$ cat config.mk
export PLATFORM = sky130hd
export DESIGN_NAME = priority_encoder_rr_flat
export DESIGN_NICKNAME = d
export VERILOG_FILES = /design/src/rtl/priority_encoder_rr_if.sv /design/src/rtl/priority_encoder_rr.sv /design/src/flat_wrapper.sv
export SDC_FILE = /design/constraint.sdc
export NUM_CORES = 1
export LEC_CHECK = 0
export BUFFER_PORTS_ARGS = -buffer_cell sky130_fd_sc_hd__buf_2
export CORE_ASPECT_RATIO = 1.75
export CORE_MARGIN = 4
export CORE_UTILIZATION = 55
export DETAILED_ROUTE_END_ITERATION = 8
export GPL_TIMING_DRIVEN = 0
export PLACE_DENSITY = 0.76
export REMOVE_ABC_BUFFERS = 1
export SLEW_MARGIN = 10
export SYNTH_ARGS = -nofsm -noshare
export SYNTH_HDL_FRONTEND = slang
export SYNTH_SLANG_ARGS = --single-unit
$ cat constraint.sdc
create_clock -name clk -period 9 [get_ports clk]
set_input_delay 1.8 -clock clk [delete_from_list [all_inputs] [get_ports clk]]
set_output_delay 1.8 -clock clk [all_outputs]
set_load 0.01 [all_outputs]
$ cat src/rtl/priority_encoder_rr_if.sv
// Request/grant bundle between request sources, the encoder and its consumer.
// master drives requests and ready; slave (the encoder) returns the grant.
interface priority_encoder_rr_if #(
    parameter int N = 8,
    parameter int W = 3
);
    logic         E;
    logic [N-1:0] D;
    logic         MODE;
    logic         RDY;
    logic [W-1:0] S;
    logic         V;
    logic         MULTI;

    modport master (output E, D, MODE, RDY, input S, V, MULTI);
    modport slave  (input E, D, MODE, RDY, output S, V, MULTI);
endinterface

$ cat src/rtl/priority_encoder_rr.sv
// N-to-log2(N) request encoder, fixed or round-robin priority, registered grant.
// Latency 1 cycle from load edge; grant held until RDY, back-to-back reload on handshake.
module priority_encoder_rr #(
    parameter int N = 8,
    parameter int W = 3
) (
    input  logic                  clk,
    input  logic                  rst,
    priority_encoder_rr_if.slave  bus
);

    if (W != $clog2(N) || N < 2 || N > 256) begin : g_param_err
        $error("priority_encoder_rr: N must be 2..256 and W must equal clog2(N)");
    end

    typedef enum logic {
        IDLE = 1'b0,
        HOLD = 1'b1
    } state_t;

    state_t         r_state;
    state_t         w_state_nxt;
    logic [W-1:0]   r_s;
    logic [W-1:0]   w_s_nxt;
    logic [W-1:0]   r_p;
    logic [W-1:0]   w_p_nxt;
    logic           r_multi;
    logic           w_multi_nxt;

    logic           w_load;
    logic           w_hs;
    logic           w_multi_hot;
    logic [W-1:0]   w_s_inc;
    logic [W-1:0]   w_p_scan;
    logic [W-1:0]   w_fix_idx;
    logic [W-1:0]   w_rr_idx;
    logic [W-1:0]   w_sel_idx;
    logic [W:0]     w_scan_idx;

    assign w_load      = bus.E && (bus.D != '0);
    assign w_hs        = (r_state == HOLD) && bus.RDY;
    assign w_multi_hot = ($countones(bus.D) > 1);
    assign w_s_inc     = (r_s == W'(N - 1)) ? '0 : r_s + 1'b1;

    // A reload on the handshake edge must already see the advanced pointer.
    assign w_p_scan  = (w_hs && bus.MODE) ? w_s_inc : r_p;
    assign w_sel_idx = bus.MODE ? w_rr_idx : w_fix_idx;

    always_comb begin
        w_fix_idx = '0;
        for (int i = 0; i < N; i++) begin
            if (bus.D[i]) begin
                w_fix_idx = W'(i);
            end
        end
    end

    // Scan downward in distance from the pointer so the nearest request wins.
    always_comb begin
        w_rr_idx   = '0;
        w_scan_idx = '0;
        for (int k = N - 1; k >= 0; k--) begin
            w_scan_idx = {1'b0, w_p_scan} + (W + 1)'(k);
            if (w_scan_idx >= (W + 1)'(N)) begin
                w_scan_idx = w_scan_idx - (W + 1)'(N);
            end
            if (bus.D[w_scan_idx[W-1:0]]) begin
                w_rr_idx = w_scan_idx[W-1:0];
            end
        end
    end

    always_comb begin
        w_state_nxt = r_state;
        w_s_nxt     = r_s;
        w_multi_nxt = r_multi;
        w_p_nxt     = r_p;
        case (r_state)
            IDLE: begin
                if (w_load) begin
                    w_state_nxt = HOLD;
                    w_s_nxt     = w_sel_idx;
                    w_multi_nxt = w_multi_hot;
                end
            end
            HOLD: begin
                if (bus.RDY) begin
                    w_p_nxt = w_p_scan;
                    if (w_load) begin
                        w_s_nxt     = w_sel_idx;
                        w_multi_nxt = w_multi_hot;
                    end else begin
                        w_state_nxt = IDLE;
                        w_multi_nxt = 1'b0;
                    end
                end
            end
            default: begin
                w_state_nxt = IDLE;
            end
        endcase
    end

    always_ff @(posedge clk or posedge rst) begin
        if (rst) begin
            r_state <= IDLE;
            r_s     <= '0;
            r_p     <= '0;
            r_multi <= 1'b0;
        end else begin
            r_state <= w_state_nxt;
            r_s     <= w_s_nxt;
            r_p     <= w_p_nxt;
            r_multi <= w_multi_nxt;
        end
    end

    assign bus.S     = r_s;
    assign bus.V     = (r_state == HOLD);
    assign bus.MULTI = r_multi;

endmodule

$ cat src/flat_wrapper.sv
// flat-port wrapper written by rule: the top's interface ports become plain ports
module priority_encoder_rr_flat 
#(
    parameter int N = 8,
    parameter int W = 3
)
  (clk, rst, bus_E, bus_D, bus_MODE, bus_RDY, bus_S, bus_V, bus_MULTI);
  priority_encoder_rr_if #(.N(N), .W(W)) bus_i ();
  input  logic clk;
  input  logic rst;
  input wire logic [$bits(bus_i.E)-1:0] bus_E;
  input wire logic [$bits(bus_i.D)-1:0] bus_D;
  input wire logic [$bits(bus_i.MODE)-1:0] bus_MODE;
  input wire logic [$bits(bus_i.RDY)-1:0] bus_RDY;
  output wire logic [$bits(bus_i.S)-1:0] bus_S;
  output wire logic [$bits(bus_i.V)-1:0] bus_V;
  output wire logic [$bits(bus_i.MULTI)-1:0] bus_MULTI;
  assign bus_i.E = bus_E;
  assign bus_i.D = bus_D;
  assign bus_i.MODE = bus_MODE;
  assign bus_i.RDY = bus_RDY;
  assign bus_S = bus_i.S;
  assign bus_V = bus_i.V;
  assign bus_MULTI = bus_i.MULTI;
  priority_encoder_rr #(.N(N), .W(W)) u_core (.clk(clk), .rst(rst), .bus(bus_i));
endmodule
**After elaboration in Yosys (flattened, before gate mapping)**

Cells that the tools add are included.

- Flip-flop bits (word level): 8
- Bits of input ports: 13
- Output and inout port bits: 5
- Word-level logic and storage cells: 106

- Add/sub/neg operators: 23
- Order comparisons: 17
- Equality and inequality tests: 3
- Multiplexer cells: 52
- Bitwise gates (word level): 1
- Reductions and logical operators: 6

Operators with widths:

| operator | number |
|---|---|
| adder 32 bit | 3 |
| two-way mux 3 bit | 27 |
| > comparator 32 x 2 -> 1 bit (second input constant) | 1 |
| < comparator 3 x 4 -> 1 bit (second input constant) | 8 |
| >= comparator 4 bit (second input constant) | 7 |
| binary-select mux 1 bit (select 3 bit) | 8 |
| subtractor 3 x 1 -> 3 bit (second input constant) | 8 |
| adder 3 x 3 -> 4 bit (second input constant) | 4 |
| two-way mux 1 bit | 14 |
| adder 1 x 1 -> 2 bit | 4 |
| adder 3 x 2 -> 4 bit (second input constant) | 2 |
| nonzero test 8 bit | 1 |
| one-hot mux 3 bit (2 select lines) | 1 |
| adder 3 x 1 -> 4 bit (second input constant) | 1 |
| >= comparator 3 x 4 -> 1 bit (second input constant) | 1 |
| one-hot mux 1 bit (2 select lines) | 2 |
| AND reduction 2 bit | 2 |
| adder 3 x 1 -> 3 bit (second input constant) | 1 |
| == test 3 bit (second input constant) | 1 |
| logical AND 1 bit | 3 |
| inequality test 2 x 1 -> 1 bit (second input constant) | 1 |
| inequality test 2 bit (second input constant) | 1 |
| inverter 1 bit | 1 |

**Depth between registers and ports, before layout**

Gate-level depths: netlist of run 1.

- Depth after elaboration: 20
- Depth in mapped cells: 13
- Depth with buffers taken out: 12

**Least setup slack after synthesis of run 1**

Ideal clock, no wire load.

- Path kind: input to register
- From: in bus_MODE
- To: reg u_core.r_s[0], in the netlist u_core.bus.S[0]
- Library setup time: 0.128 ns
- Arrival: 4.547 ns
- Data required time: 8.872 ns
- Slack: 4.324 ns
- Stages on the path: 10
- Path buffers: 1
- Cells stage by stage: buf_6 > and3_4 > mux2i_4 > ha_1 > inv_1 > mux4_2 > mux2_2 > or3_1 > a211oi_1 > o31ai_1

- Longest elaborated chain between the ends: 19
- Elaborated cells on any way between the ends: 61
- Classes of those cells: add/sub: 15; order compare: 8; mux: 37; reduce/logical: 1

RTL lines:

| what | line | text |
|---|---|---|
| start: declaration | flat_wrapper.sv:13 | `input wire logic [$bits(bus_i.MODE)-1:0] bus_MODE;` |
| logical AND 1 bit | priority_encoder_rr.sv:46 | `assign w_p_scan = (w_hs && bus.MODE) ? w_s_inc : r_p;` |
| two-way mux 3 bit | priority_encoder_rr.sv:46 |  |
| adder 3 x 3 -> 4 bit | priority_encoder_rr.sv:63 | `w_scan_idx = {1'b0, w_p_scan} + (W + 1)'(k);` |
| >= comparator 4 bit / subtractor 3 x 1 -> 3 bit (equally long branches) | priority_encoder_rr.sv:64, priority_encoder_rr.sv:65 |  |
| two-way mux 3 bit | priority_encoder_rr.sv:64 | `if (w_scan_idx >= (W + 1)'(N)) begin` |
| binary-select mux 1 bit (select 3 bit) | priority_encoder_rr.sv:67 | `if (bus.D[w_scan_idx[W-1:0]]) begin` |
| two-way mux 1 bit (not written as such) | priority_encoder_rr.sv:67 |  |
| two-way mux 3 bit (8 in a row) | priority_encoder_rr.sv:67 |  |
| two-way mux 3 bit (*) | priority_encoder_rr.sv:47 | `assign w_sel_idx = bus.MODE ? w_rr_idx : w_fix_idx;` |
| two-way mux 3 bit (*) | priority_encoder_rr.sv:80, priority_encoder_rr.sv:89 |  |
| two-way mux 3 bit | priority_encoder_rr.sv:87 | `if (bus.RDY) begin` |
| one-hot mux 3 bit (2 select lines) (*) | priority_encoder_rr.sv:78 | `case (r_state)` |
| end signal: assignment | priority_encoder_rr.sv:112 | `r_s <= w_s_nxt;` |
| end: declaration | priority_encoder_rr.sv:23 | `logic [W-1:0] r_s;` |

Every way passes the cells marked *; elsewhere a longest branch is shown, timed or not. The select of a mux whose other input is x is not followed.
A chain may end at the register's enable or synchronous reset.

**Final worst setup path of run 1**

Same ends and word-level chain as after synthesis.

==> results.md, run 1 <==
- Status: finished, final reports clean
- Clk sink count: 8
- Total negative slack: 0 ps
- Dpl ws: 3840 ps
- Static leakage: 0.8248 nW
- Crit path buf inv count: 2
- First-pass GRT wire length: 6.893 mm
- Mean Syn Cell Area: 8.738 sq um
- CTS Buf Count: 3
- Initial DRC count: 59
- Rows: 25
- GP Congestion: 0.9228
- Gr usage total: 21.80%
- Die height: just under 80 microns
- Crit path DAT: 5070 ps
- Synth area leaders: dfrtp_1 (12%), ha_1 (12%), mux2i_4 (8.4%), inv_1 (7.2%), mux4_2 (5.6%)
- Crit path launch type: input port
- DRC: 0
- Setup CP Type: input port to flip-flop
- Final Hold Fails: 0
- Yosys top cell by area: dfrtp_1
- Clock latency on the worst-skew pair: ~230 ps
- Ys flop type: dfrtp_1
- Die extent in x: between 40 and 50 microns
- Slew Viols, Final: 0
- Post-route ant nets: 0
- Minimum clock period: ~5000 ps
- WHS Path Cells: 1
- Starting Density: between 50% and 60%
- Full die area: 3886 sq um
- DRT Pass-1 Iters: 4
- # resized after CTS: 0
- Setup violators final: 0
- Slew @ Worst Pin: between 700 and 800 ps
- Top achievable clock speed: 0.2013 GHz
- Final worst path period share: 55.19%
- Post-synth top cells: inv_1 (31), nand2_1 (17), ha_1 (15), o21ai_0 (12), a21oi_1 (10)
- Final setup margin: between 4000 and 5000 ps
- Clk root buf: clkbuf_8
- Share of cells above drive strength 1: 19.40%
- Slowest stage delay, CP: 590 ps
- Critical Path RT: 9100 ps
- Synth Instances: 184
- Unrepaired setup endpoints after global routing: false
- R2R cell count: 11
- Synth Cell Area: about 1600 sq um
- Core footprint: approximately 2800 sq um
- Max Cap Violations: 0
- EDFF count, synth: 0
- Most frequent cell after synthesis: inv_1
- Vias in the first global route: 1483
- Drt wl/cell: 17.57 microns
- Worst Path Max Fanout: 10
- Worst path top cell family by delay: multiplexers
- Max H-tree Level: 1
- Netlist cell types: 52
- Worst rel slew slack: slightly above 50%
- Worst hold path type: flip-flop to flip-flop
- Cts hold-fix bufs: 0
- Via count: 1469
- Antenna violations before repair: 0
- Via density: 6.443
- Placed insts: 225
- Reg clk slew, reported paths: 40 ps
- Largest net degree at the start of global routing: 11
- Hpwl dp: 3.366 mm
- Antenna cells: 0
- Grt ovf: 0
- Hold WS: around 520 ps
- Post-Route WL: ~4.0 mm
- Clock Path Buffers: 2
- Fillcell total: 245
- Final non-filler cell total: ~230
- Port Buffers: 17
- Slowest stage cell, crit path: mux4_2
- Seq/Total Area, Yosys: 12.45%
- Critical-path cell list: buf_2, nand3_1, nand2_1, o21a_1, ha_1, inv_1, mux4_2, mux2_2, or3_1, a211oi_1, o31ai_1
- Post-CTS Setup Inserts: 0
- Final Net Count: 235
- I/O pin cnt: 18
- Critical path capture point type: flip-flop
- Power Density: 381.8 nW/um^2
- Yosys reg bits: 8
- Area grow syn2layout: 8.716%
- Top cell type's share of synthesized area: 12.45%
- CTS tree: built
- Yosys warnings: 0
- Post-synth ARST share: 100.0%
- Max VDD drop: 0.0002437 V
- CP Depth: 11
- Clock skew: about 0.64 ps
[cell families after synthesis]
family / Yosys count / share of synthesized area (%)
fa+ha+maj: 19 / 16.65
flops: 8 / 12.45
xor+xnor: 3 / 1.635
buf+inv: 37 / 9.649
compound gates: 49 / 23.35
mux: 21 / 21.09
simple gates: 47 / 15.17
[stage by stage]
step / power (mW) / instance area, sq um / utilization, %
final: 0.6673 / 1748 / 63.50
after global routing: 0.7258 / 1748 / 63.50
after CTS: 0.6599 / 1748 / 63.50
after detailed placement: 0.6145 / 1707 / 62.00
after global placement: 0.6001 / 1707 / 62.00
after floorplan: 0.4995 / 1588 / -
[final cells by class]
class	instances	area (sq um)	share of cell area [%]
flip-flops and latches	8	200.2	11.45
inverters	34	135.1	7.731
well taps	27	33.78	1.933
multi-input cells	139	1252	71.65
repair buffers	17	85.08	4.868
clock buffers	3	41.29	2.362
[placed cells by master (no fill, tap or decap), types with 2 or more instances in the layout]
| cell | count |
|---|---|
| dfrtp_1 | 8 |
| and3_1 | 3 |
| ha_1 | 15 |
| nor3_1 | 2 |
| nand2b_1 | 4 |
| clkbuf_8 | 3 |
| fa_1 | 4 |
| a22o_1 | 3 |
| xnor2_1 | 2 |
| nor2_1 | 6 |
| a21oi_1 | 10 |
| mux2i_4 | 6 |
| a221oi_1 | 3 |
| nor3b_1 | 2 |
| mux2i_1 | 8 |
| mux2_2 | 2 |
| buf_2 | 17 |
| o221ai_1 | 2 |
| clkinv_1 | 2 |
| nand2_1 | 17 |
| o21ai_0 | 12 |
| inv_1 | 31 |
| a221oi_2 | 2 |
| nand3_1 | 3 |
| nand3b_1 | 3 |
| a31oi_1 | 2 |
| or3_1 | 2 |
| mux4_2 | 4 |
[layer usage]
layer | wire, microns | track usage [%]
met1 | 1487 | 23.60
met5 | 0 | 0
met3 | 162 | 2.617
met4 | 206 | 11.59
met2 | 2151 | 40.05
[path summary, 6_finish.rpt]
check | from | to | slack, ps
min | u_core.bus.MULTI | u_core.bus.MULTI | 520
max | bus_MODE | u_core.bus.S[0] | 4030
min in group asynchronous | rst | u_core.bus.MULTI | 1510
max reg2reg | u_core.bus.S[1] | u_core.bus.S[0] | 5220
max in group asynchronous | rst | u_core.r_p[0] | 7260
min reg2reg | u_core.bus.MULTI | u_core.bus.MULTI | 520
[sequential cells by signal, indices dropped and copies added, names as in the netlist]
name and cells:
u_core.bus.S 3, u_core.bus.MULTI 1, u_core.r_p 3, u_core.bus.V 1
[report_power, final]
group,total (mW),leakage (nW),internal [mW],switching [mW]
logic,0.555,0.710,0.233,0.322
clock network,0.0431,0.0216,0.0290,0.0141
registers,0.0688,0.0932,0.0508,0.0180
Note: power is estimated with default switching activity, not from simulation.
==> run 2: changes to the inputs <==
Settings changed: ABC_AREA from default to 1, CORE_UTILIZATION 55 to 53, PLACE_DENSITY 0.76 to 0.77.
Clock period 9 ns to 4.2 ns, I/O delays scaled along.
==> run 2 against run 1 <==
Effect of this change: via count rose by 2.4%; final area fell by 5.6%; sequential power rose by 86%; hold slack improved by 11 ps; core utilization fell by 2.9 points; synthesized cell count rose by 29%; largest cell class unchanged; highest routed layer unchanged.
==> results.md, run 2 <==
- Clock Path Buffers: 2 (unchanged)
- Post-synth top cells: nand2_1 (80), inv_1 (38), nand3_1 (32), ha_1 (15), a21oi_1 (11)
- Gr usage total: 20.62% (-1.2 points)
- Max H-tree Level: 1 (unchanged)
- First-pass GRT wire length: 6.410 mm (-7.0%)
- Worst Path Max Fanout: 4 (-6)
- Slew Viols, Final: 0 (unchanged)
- Post-Route WL: 3.613 mm (-9.8%)
- Worst path top cell family by delay: adder cells
- Commonest non-fill, non-tap cell in the layout: nand2_1
- Mean Syn Cell Area: 6.356 sq um (-27%)
- Main combinational cell family by area after synthesis: simple AND/OR/NAND/NOR gates
- Unrepaired setup endpoints after global routing: false
- # resized after CTS: 0 (unchanged)
- XOR/XNOR Fraction of Synth Area: 0% (-1.6 points)
- Top cell type's share of synthesized area: 19.85% (+7.4 points)
- I/O pin cnt: 18 (unchanged)
- Via count: 1504 (+2.4%)
- Yosys warnings: 0 (unchanged)
- Flop pwr share: 9.9% (-0.4 points)
- Power Density: 781.9 nW/um^2 (+100%)
- Setup violators final: 0 (unchanged)
- Seq. cell area: 200.2 sq um (unchanged)
- Clock skew: 1.594 ps (+0.9511 ps)
- Switch share: 58.35% (+5.2 points)
- GP Congestion: 0.9821 (+6.4%)
- Initial DRC count: 25 (-58%)
- Max VDD drop: 0.0005429 V (+120%)
- Minimum clock period: about 3100 ps
- Total negative slack: 0 ps (unchanged)
- Hold_sp: u_core.bus.S[2]
- Grt ovf: 0 (unchanged)
- Fillcell total: 271 (+11%)
- Static leakage: 0.9764 nW (+18%)
- Area of the multi-input gates: 1130 sq um (-9.8%)
- Via density: 5.314 (-18%)
- R2R Path Start: u_core.bus.S[0]
- Port Buffers: 17 (unchanged)
- Vias in the first global route: 1561 (+5.3%)
- Synth Cell Area: 1513 sq um (-5.9%)
- Final Hold Fails: 0 (unchanged)
- Slowest stage cell, crit path: fa_1
- Crit path DAT: 3280 ps (-1790 ps)
- Compound-gate portion of the synthesized area: 9.760% (-14 points)
- DRT Pass-1 Iters: 4 (unchanged)
- Synth area leaders: nand2_1 (20%), dfrtp_1 (13%), ha_1 (12%), nand3_1 (11%), inv_1 (9.4%)
- Clock latency on the worst-skew pair: 220 ps (about the same)
- Die height: 78.67 microns (-1.1%)
- Critical-path cell list: buf_2, inv_1, ha_1, inv_1, fa_1, inv_1, fa_1, ha_1, inv_1, fa_1, and3b_1, o22ai_1
- P_int: 0.5375 mW (+72%)
- Starting Density: 55.59% (-2.8 points)
- Core Util, Final: 60.64% (-2.9 points)
- Slowest stage delay, CP: 420 ps (-170 ps)
- Cts hold-fix bufs: 0 (unchanged)
- Worst r2r dst: u_core.bus.S[0]
- Post-synth ARST share: 100.0% (unchanged)
- Most frequent cell after synthesis: nand2_1
- Seq/Total Area, Yosys: 13.23% (+0.78 points)
- Crit path buf inv count: 5 (+3)
- Post-route ant nets: 0 (unchanged)
- CP dominant cell by count: inv_1
- Largest net degree at the start of global routing: 13 (+2)
- Commonest non-fill, non-tap cells in the layout: nand2_1 (80), inv_1 (38), nand3_1 (32)
- Antenna cells: 0 (unchanged)
- R2R cell count: 21 (+10)
- Antenna violations before repair: 0 (unchanged)
- Critical Path RT: 4340 ps (-4760 ps)
- Final worst path period share: 74.75%
- Core footprint: 2721 sq um (-1.1%)
- Worst hold path type: flip-flop to flip-flop
- Top achievable clock speed: 0.3185 GHz
- Post-Synth Simple-Gate Area: 47.23% (+32 points)
- Crit path launch type: input port
- CTS tree: built
- WHS Path Cells: 2 (+1)
- Worst Hold End: u_core.bus.S[2]
- Share of cells above drive strength 1: 19.92% (+0.52 points)
- Die extent in x: 48.39 microns (-0.99%)
- Rows: 25 (unchanged)
- FF-to-FF setup slack: 1080 ps (-4140 ps)
- Synth Area in Adders: 17.70% (+1.0 points)
- Yosys top cell by area: nand2_1
- Critical path capture point type: flip-flop
- Clk sink count: 8 (unchanged)
- Multiplexer share of the synthesized area: 0% (-21 points)
- DRC: 0 (unchanged)
- Clk root buf: clkbuf_8
- Drt wl/cell: 12.77 microns (-27%)
- Synth Instances: 238 (+29%)
- Reg clk slew, reported paths: 40 ps (about the same)
- Worst rel slew slack: 66.94% (+16 points)
- Yosys reg bits: 8 (unchanged)
- Logic pwr share: 83.2% (about the same)
- Clk pwr share: 6.8% (+0.3 points)
- Slew @ Worst Pin: 492.6 ps (-228.9 ps)
- EDFF count, synth: 0 (unchanged)
- Netlist cell types: 26 (-50%)
- Full die area: 3806 sq um (-2.1%)
- Setup CP Type: input port to flip-flop
- Final Net Count: 290 (+23%)
- Post-CTS Setup Inserts: 0 (unchanged)
- Hpwl dp: 3.129 mm (-7.0%)
- Ys flop type: dfrtp_1
- Area grow syn2layout: 9.098%
- Status: finished, final reports clean
- CTS Buf Count: 3 (unchanged)
- Switching power: 0.7529 mW (+110%)
- Max Cap Violations: 0 (unchanged)
## run 2: cell types whose count changed in the layout (fill, tap and decap cells not counted), sizes merged, moves of 3 or more
cell,before,now
a221oi,6,0
a22o,3,0
and3,4,0
inv,32,42
mux2,3,0
mux2i,14,0
mux4,4,0
nand2,17,94
nand2b,4,0
nand3,3,40
nand3b,3,0
o21ai,13,7
## run 2: final cells by class
| class | count | area share [%] |
|---|---|---|
| clock buffers | 3 | 2.502 |
| inverters | 42 | 9.704 |
| multi-input cells | 186 | 68.46 |
| flip-flops and latches | 8 | 12.13 |
| well taps | 27 | 2.047 |
| repair buffers | 17 | 5.155 |
## run 2: logic make-up after synthesis
group	count (synthesis)
flops	8
fa+ha+maj	19
simple gates	145
buf+inv	44
compound gates	22
## run 2: worst max-delay path by stage
stage                    startpoint               end  slack [ps]  depth (start not counted)
floorplan                  bus_D[7]  u_core.bus.MULTI        1090                         11
global placement           bus_D[7]  u_core.bus.MULTI         830                         12
detailed placement         bus_D[6]  u_core.bus.MULTI         830                         12
CTS                 u_core.bus.S[0]   u_core.bus.S[0]        1040                         21
global route        u_core.bus.S[0]   u_core.bus.S[0]         730                         21
finish                     bus_D[6]  u_core.bus.MULTI        1060                         12
## run 2: worst min-delay path, cell delays in order (launching register included)
cell and delay (ps):
dfrtp_1 360, nand2_1 70, nand2_1 60
## run 2: per-layer routing
layer	part of all wire (%)	GRT usage, %
met5	0	0
met4	4.0	10.80
met3	2.3	2.087
met2	56	39.40
met1	38	21.01
## run 2: metrics by stage
step / instance area [sq um] / setup WS (ps) / power, mW / instances / hold WS (ps)
after floorplan: 1490 / 1085 / 0.9753 / 236 / 485.0
after global placement: 1609 / 827.8 / 1.187 / 280 / 508.7
after detailed placement: 1609 / 831.0 / 1.204 / 280 / 516.1
after CTS: 1650 / 1042 / 1.299 / 283 / 538.5
after global routing: 1650 / 731.4 / 1.470 / 283 / 559.4
final: 1650 / 1060 / 1.290 / 283 / 531.3
## run 2: power groups by stage
stage          clock network, mW  registers (mW)  logic [mW]
3_3_place_gp                   0           0.129        1.06
3_5_place_dp                   0           0.129        1.07
2_1_floorplan                  0           0.135       0.841
5_1_grt                   0.0954           0.134        1.24
6_report                  0.0880           0.128        1.07
4_1_cts                   0.0919           0.128        1.08
